File: src/rtl/adivinha_4bits.sv
// Guessing-game controller around a 4-bit magnitude comparator: registers secret/guess, counts attempts, flags win/loss.
// Optional attempt limit (MAX_TENT) is enabled by defining ADIVINHA_LIMITE_EN.
module adivinha_4bits #(
   parameter int MAX_TENT = 7
) (
   input  logic       clk,
   input  logic       rst_n,
   input  logic       carrega,
   input  logic [3:0] segredo,
   input  logic       tenta,
   input  logic [3:0] palpite,
   output logic [3:0] X,
   output logic [3:0] Y,
   input  logic       igual,
   input  logic       maior,
   input  logic       menor,
   output logic       dica_maior,
   output logic       dica_menor,
   output logic       acertou,
   output logic       perdeu,
   output logic [3:0] tentativas,
   output logic [1:0] estado
);

   typedef enum logic [1:0] {
      OCIOSO  = 2'b00,
      ESPERA  = 2'b01,
      COMPARA = 2'b10,
      FIM     = 2'b11
   } estado_t;

   estado_t    state_r, next_state_s;
   logic [3:0] x_r, y_r, tent_r;
   logic       dm_r, dn_r, ac_r, pe_r;
   logic [3:0] x_nx_s, y_nx_s, tent_nx_s, tent_inc_s;
   logic       dm_nx_s, dn_nx_s, ac_nx_s, pe_nx_s;
   logic       limit_hit_s;

`ifdef ADIVINHA_LIMITE_EN
   assign limit_hit_s = (({1'b0, tent_r} + 5'd1) == 5'(MAX_TENT));
`else
   logic [3:0] unused_max_tent_s;
   assign unused_max_tent_s = 4'(MAX_TENT);
   assign limit_hit_s       = 1'b0;
`endif

   // The count never wraps; with the limit enabled it stops at MAX_TENT anyway.
   assign tent_inc_s = (tent_r == 4'hF) ? 4'hF : (tent_r + 4'd1);

   // State register
   always_ff @(posedge clk or negedge rst_n) begin
      if (!rst_n) begin
         state_r <= OCIOSO;
      end else begin
         state_r <= next_state_s;
      end
   end

   // Next-state logic
   always_comb begin
      next_state_s = state_r;
      case (state_r)
         OCIOSO: begin
            if (carrega) next_state_s = ESPERA;
            else         next_state_s = OCIOSO;
         end
         ESPERA: begin
            if (carrega)    next_state_s = ESPERA;
            else if (tenta) next_state_s = COMPARA;
            else            next_state_s = ESPERA;
         end
         COMPARA: begin
            if (igual || limit_hit_s) next_state_s = FIM;
            else                      next_state_s = ESPERA;
         end
         FIM: begin
            if (carrega) next_state_s = ESPERA;
            else         next_state_s = FIM;
         end
         default: next_state_s = OCIOSO;
      endcase
   end

   // Next values of the datapath and flag registers
   always_comb begin
      x_nx_s    = x_r;
      y_nx_s    = y_r;
      tent_nx_s = tent_r;
      dm_nx_s   = dm_r;
      dn_nx_s   = dn_r;
      ac_nx_s   = ac_r;
      pe_nx_s   = pe_r;
      case (state_r)
         OCIOSO, ESPERA, FIM: begin
            if (carrega) begin
               y_nx_s    = segredo;
               tent_nx_s = 4'd0;
               dm_nx_s   = 1'b0;
               dn_nx_s   = 1'b0;
               ac_nx_s   = 1'b0;
               pe_nx_s   = 1'b0;
            end else if (tenta && (state_r == ESPERA)) begin
               x_nx_s = palpite;
            end else begin
               x_nx_s = x_r;
            end
         end
         COMPARA: begin
            tent_nx_s = tent_inc_s;
            if (igual) begin
               ac_nx_s = 1'b1;
               dm_nx_s = 1'b0;
               dn_nx_s = 1'b0;
            end else begin
               dm_nx_s = maior;
               dn_nx_s = menor;
               pe_nx_s = limit_hit_s;
            end
         end
         default: begin
            x_nx_s = x_r;
         end
      endcase
   end

   // Datapath and flag registers
   always_ff @(posedge clk or negedge rst_n) begin
      if (!rst_n) begin
         x_r    <= 4'd0;
         y_r    <= 4'd0;
         tent_r <= 4'd0;
         dm_r   <= 1'b0;
         dn_r   <= 1'b0;
         ac_r   <= 1'b0;
         pe_r   <= 1'b0;
      end else begin
         x_r    <= x_nx_s;
         y_r    <= y_nx_s;
         tent_r <= tent_nx_s;
         dm_r   <= dm_nx_s;
         dn_r   <= dn_nx_s;
         ac_r   <= ac_nx_s;
         pe_r   <= pe_nx_s;
      end
   end

   assign X          = x_r;
   assign Y          = y_r;
   assign tentativas = tent_r;
   assign dica_maior = dm_r;
   assign dica_menor = dn_r;
   assign acertou    = ac_r;
   assign perdeu     = pe_r;
   assign estado     = state_r;

endmodule

File: config.mk
export PLATFORM = sky130hd
export DESIGN_NAME = adivinha_4bits
export DESIGN_NICKNAME = d
export VERILOG_FILES = /design/src/rtl/adivinha_4bits.sv
export SDC_FILE = /design/constraint.sdc
export NUM_CORES = 1
export LEC_CHECK = 0
export ABC_AREA = 1
export ABC_CLOCK_PERIOD_IN_PS = 1000
export CAP_MARGIN = 20
export CORE_UTILIZATION = 36
export CTS_CLUSTER_SIZE = 14
export DETAILED_ROUTE_END_ITERATION = 12
export GPL_TIMING_DRIVEN = 0
export PLACE_DENSITY = 0.74
export SLEW_MARGIN = 20
export SYNTH_ARGS = -nofsm -noshare
export SYNTH_HDL_FRONTEND = slang
export SYNTH_SLANG_ARGS = --single-unit
export TNS_END_PERCENT = 30
File: constraint.sdc
create_clock -name clk -period 1 [get_ports clk]
set_input_delay 0.15 -clock clk [delete_from_list [all_inputs] [get_ports clk]]
set_output_delay 0.15 -clock clk [all_outputs]
set_load 0.02 [all_outputs]
==> results.md <==
- Synth area leader: dfrtp_1
- Peak VDD IR: 864 uV
- Critical path data required time: 1.19 ns
- H-tree depth: 1
- Placed Cells: 146
- Reg-to-reg slack, setup: -0.07 ns
- Global-route wire length before repair: 3.04 mm
- Actual slew at the worst max-slew pin: 0.745 ns
- Io pins: 33
- R2R Path Start: tentativas[1]
- Fin util: 61.4%
- Max-Cap Viols: 0
- Most common cell in the netlist: nand2_1
- Seq/Total Area, Yosys: 55.0%
- Arrival time of data at the critical path endpoint: 1.26 ns
- # DRC: 0
- Status: finished with violations
- Fillers: 182
- CTS tree: done
- Multi-input gate area: 319 um2
- Max Slew Vio Count: 0
- Synth top area cells: dfrtp_1, nand2_1, nand3_1
- Later-pin clock latency in the skew report: 0.29 ns
- Pwr Density: 1480 nW/um2
- Final Routed Wirelength: 1.73 mm
- Die ar.: 2340 um2
- Worst setup margin: -0.0735 ns
- Antenna viol nets, final: 0
- Crit path time final: 1.07 ns
- Layout net count: 150
- Leak Pwr: 0.650 nW
- Core area: 1980 um2
- CP max FO: 4
- Drt pass-1 iters: 3
- Post-synthesis cell area: 773 um2
- Hold Vio Cnt, Final: 0
- Total track usage: 16.4%
- Via count: 725
- Clk slew on worst S/H paths: 0.10 ns
- Vias/cell: 4.53
- Die height: 48.3 um
- Top cell type's share of synthesized area: 55.0%
- Port Buffers: 31
- Area of placed instances: 1140 um2
- Synth cell count leaders: nand2_1, dfrtp_1, nand3_1, inv_1, o21ai_0
- Failing checks: negative setup slack
- RR Endpoint: tentativas[3]
- Clock sinks: 17
- Antenna diodes: 0
- RSZ-0062 raised after global routing: yes
- Yosys cell types: 15
- Most common flop cell mapped by yosys: dfrtp_1
- Initial DRC count: 5
- Number of global-route vias before repair: 729
- Yosys warns: 0
- GPL Wtd Cong: 0.735
- Design Power: 1.81 mW
- Die width: 48.3 um
- Startpoint types: flip-flop
- Synthesis-to-finish area growth: 57.4%
- Crit Path Category: flip-flop to flip-flop
- Number of synthesized flops with an enable pin: 0
- Final Non-Filler Cells: 160
- Root buf cell: clkbuf_4
- Syn_nets: 104
- Clk_skew: 0.00436 ns
- Fin crit share: 107%
- CTS Buf Count: 3
- FF+latch count, synth: 17
- Slew HR: 50.2%
- Peak Freq: 931 MHz
- Register area: 432 um2
- Syn avg cell area: 8.79 um2
- Pre-CTS WS: -0.411 ns
- Pin count of the biggest net entering global routing: 18
- Initial antenna violation count: 0
- CP Capture Type: flip-flop
- Ys async rst share: 100%
- Grt ovf: 0
- Reg2reg path depth: 6
- Detailed Place HPWL: 1.26 mm
- Post-synthesis cell count: 88
- Layout cells sized above 1: 36.8%
- Final Cell Area: 1220 um2
- Hold-fix buffers, CTS: 0
- Final setup fails: 10
- Initial Utilization: 39.0%
- Worst hold path type: input pin to async pin
- # rows: 16
- Average wire per standard cell: 10.8 um
- Clk buf depth: 2
-- cells by family after synthesis --
group,count (synthesis),share of synthesized area (%)
DFF,17,55.0
and+or+nand+nor,49,30.9
buffers and inverters,13,6.80
AOI/OAI and AO/OA,7,5.18
adders and majority gates,1,1.62
other,1,0.485
-- placed cells by master (no fill, tap or decap), types with 2 or more instances in the layout --
master	n
nand2_1	32
clkdlybuf4s50_1	13
dfrtp_1	12
buf_2	12
nand3_1	11
inv_1	8
buf_4	8
buf_6	7
dfrtp_2	5
inv_2	3
o21ai_1	3
clkbuf_4	3
nor2_4	2
o211ai_1	2
-- layer usage --
metal	vias up	share of wire, %	GRT usage, %
met5	-	0	0
met4	0	0	4.41
met3	0	4.7	3.46
met2	18	52	30.8
met1	339	43	18.8
li1	368	-	-
-- registers in the layout, indices dropped and copies added (netlist names) --
register	flops
dica_maior	1
estado	2
Y	4
dica_menor	1
tentativas	4
X	4
acertou	1
-- power by group --
part           leakage, nW  internal (mW)  switching (mW)
Clock               0.0177          0.148           0.213
Combinational        0.420          0.281           0.313
Sequential           0.212          0.783          0.0672
Total                0.650           1.21           0.594
-- worst max-delay path, stage by stage (launching register included) --
cell,delay [ns]
dfrtp_2,0.43
buf_6,0.13
ha_4,0.16
a21oi_2,0.10
nand2_1,0.06
nand3_1,0.06
nand2_1,0.05
-- how the worst max path moves through the flow --
| stage | to | slack (ns) | cells past startpoint | start |
|---|---|---|---|---|
| 3_3_place_gp | X[0] | -0.38 | 5 | carrega |
| 3_5_place_dp | X[1] | -0.41 | 4 | carrega |
| 6_report | tentativas[3] | -0.07 | 6 | tentativas[1] |
| 2_1_floorplan | acertou | -0.03 | 6 | estado[1] |
| 4_1_cts | Y[3] | -0.1 | 5 | estado[0] |
| 5_1_grt | tentativas[1] | -0.12 | 6 | estado[1] |
-- per-stage QoR --
step	hold slack, ns	TNS, ns
floorplan	-0.146	-0.183
global placement	0.456	-8.97
detailed placement	0.462	-8.90
CTS	0.319	-0.734
global route	0.326	-1.56
finish	0.295	-0.349
-- cell type report --
class,instances,share of cell area (%)
Tap cell,27,2.77
Buffer,1,0.617
Multi-Input combinational cell,58,26.2
Timing Repair Buffer,41,28.8
Clock inverter,1,0.411
Inverter,12,3.91
Clock buffer,3,1.85
Sequential cell,17,35.5
-- timing repair --
action / in CTS / in global routing
pin swaps: 3 / 4
setup endpoints to repair: 33 / 33
setup buffers: 6 / 4
cloned: 0 / 0
resized for setup: 86 / 2
Note: power is estimated with default switching activity, not from simulation.
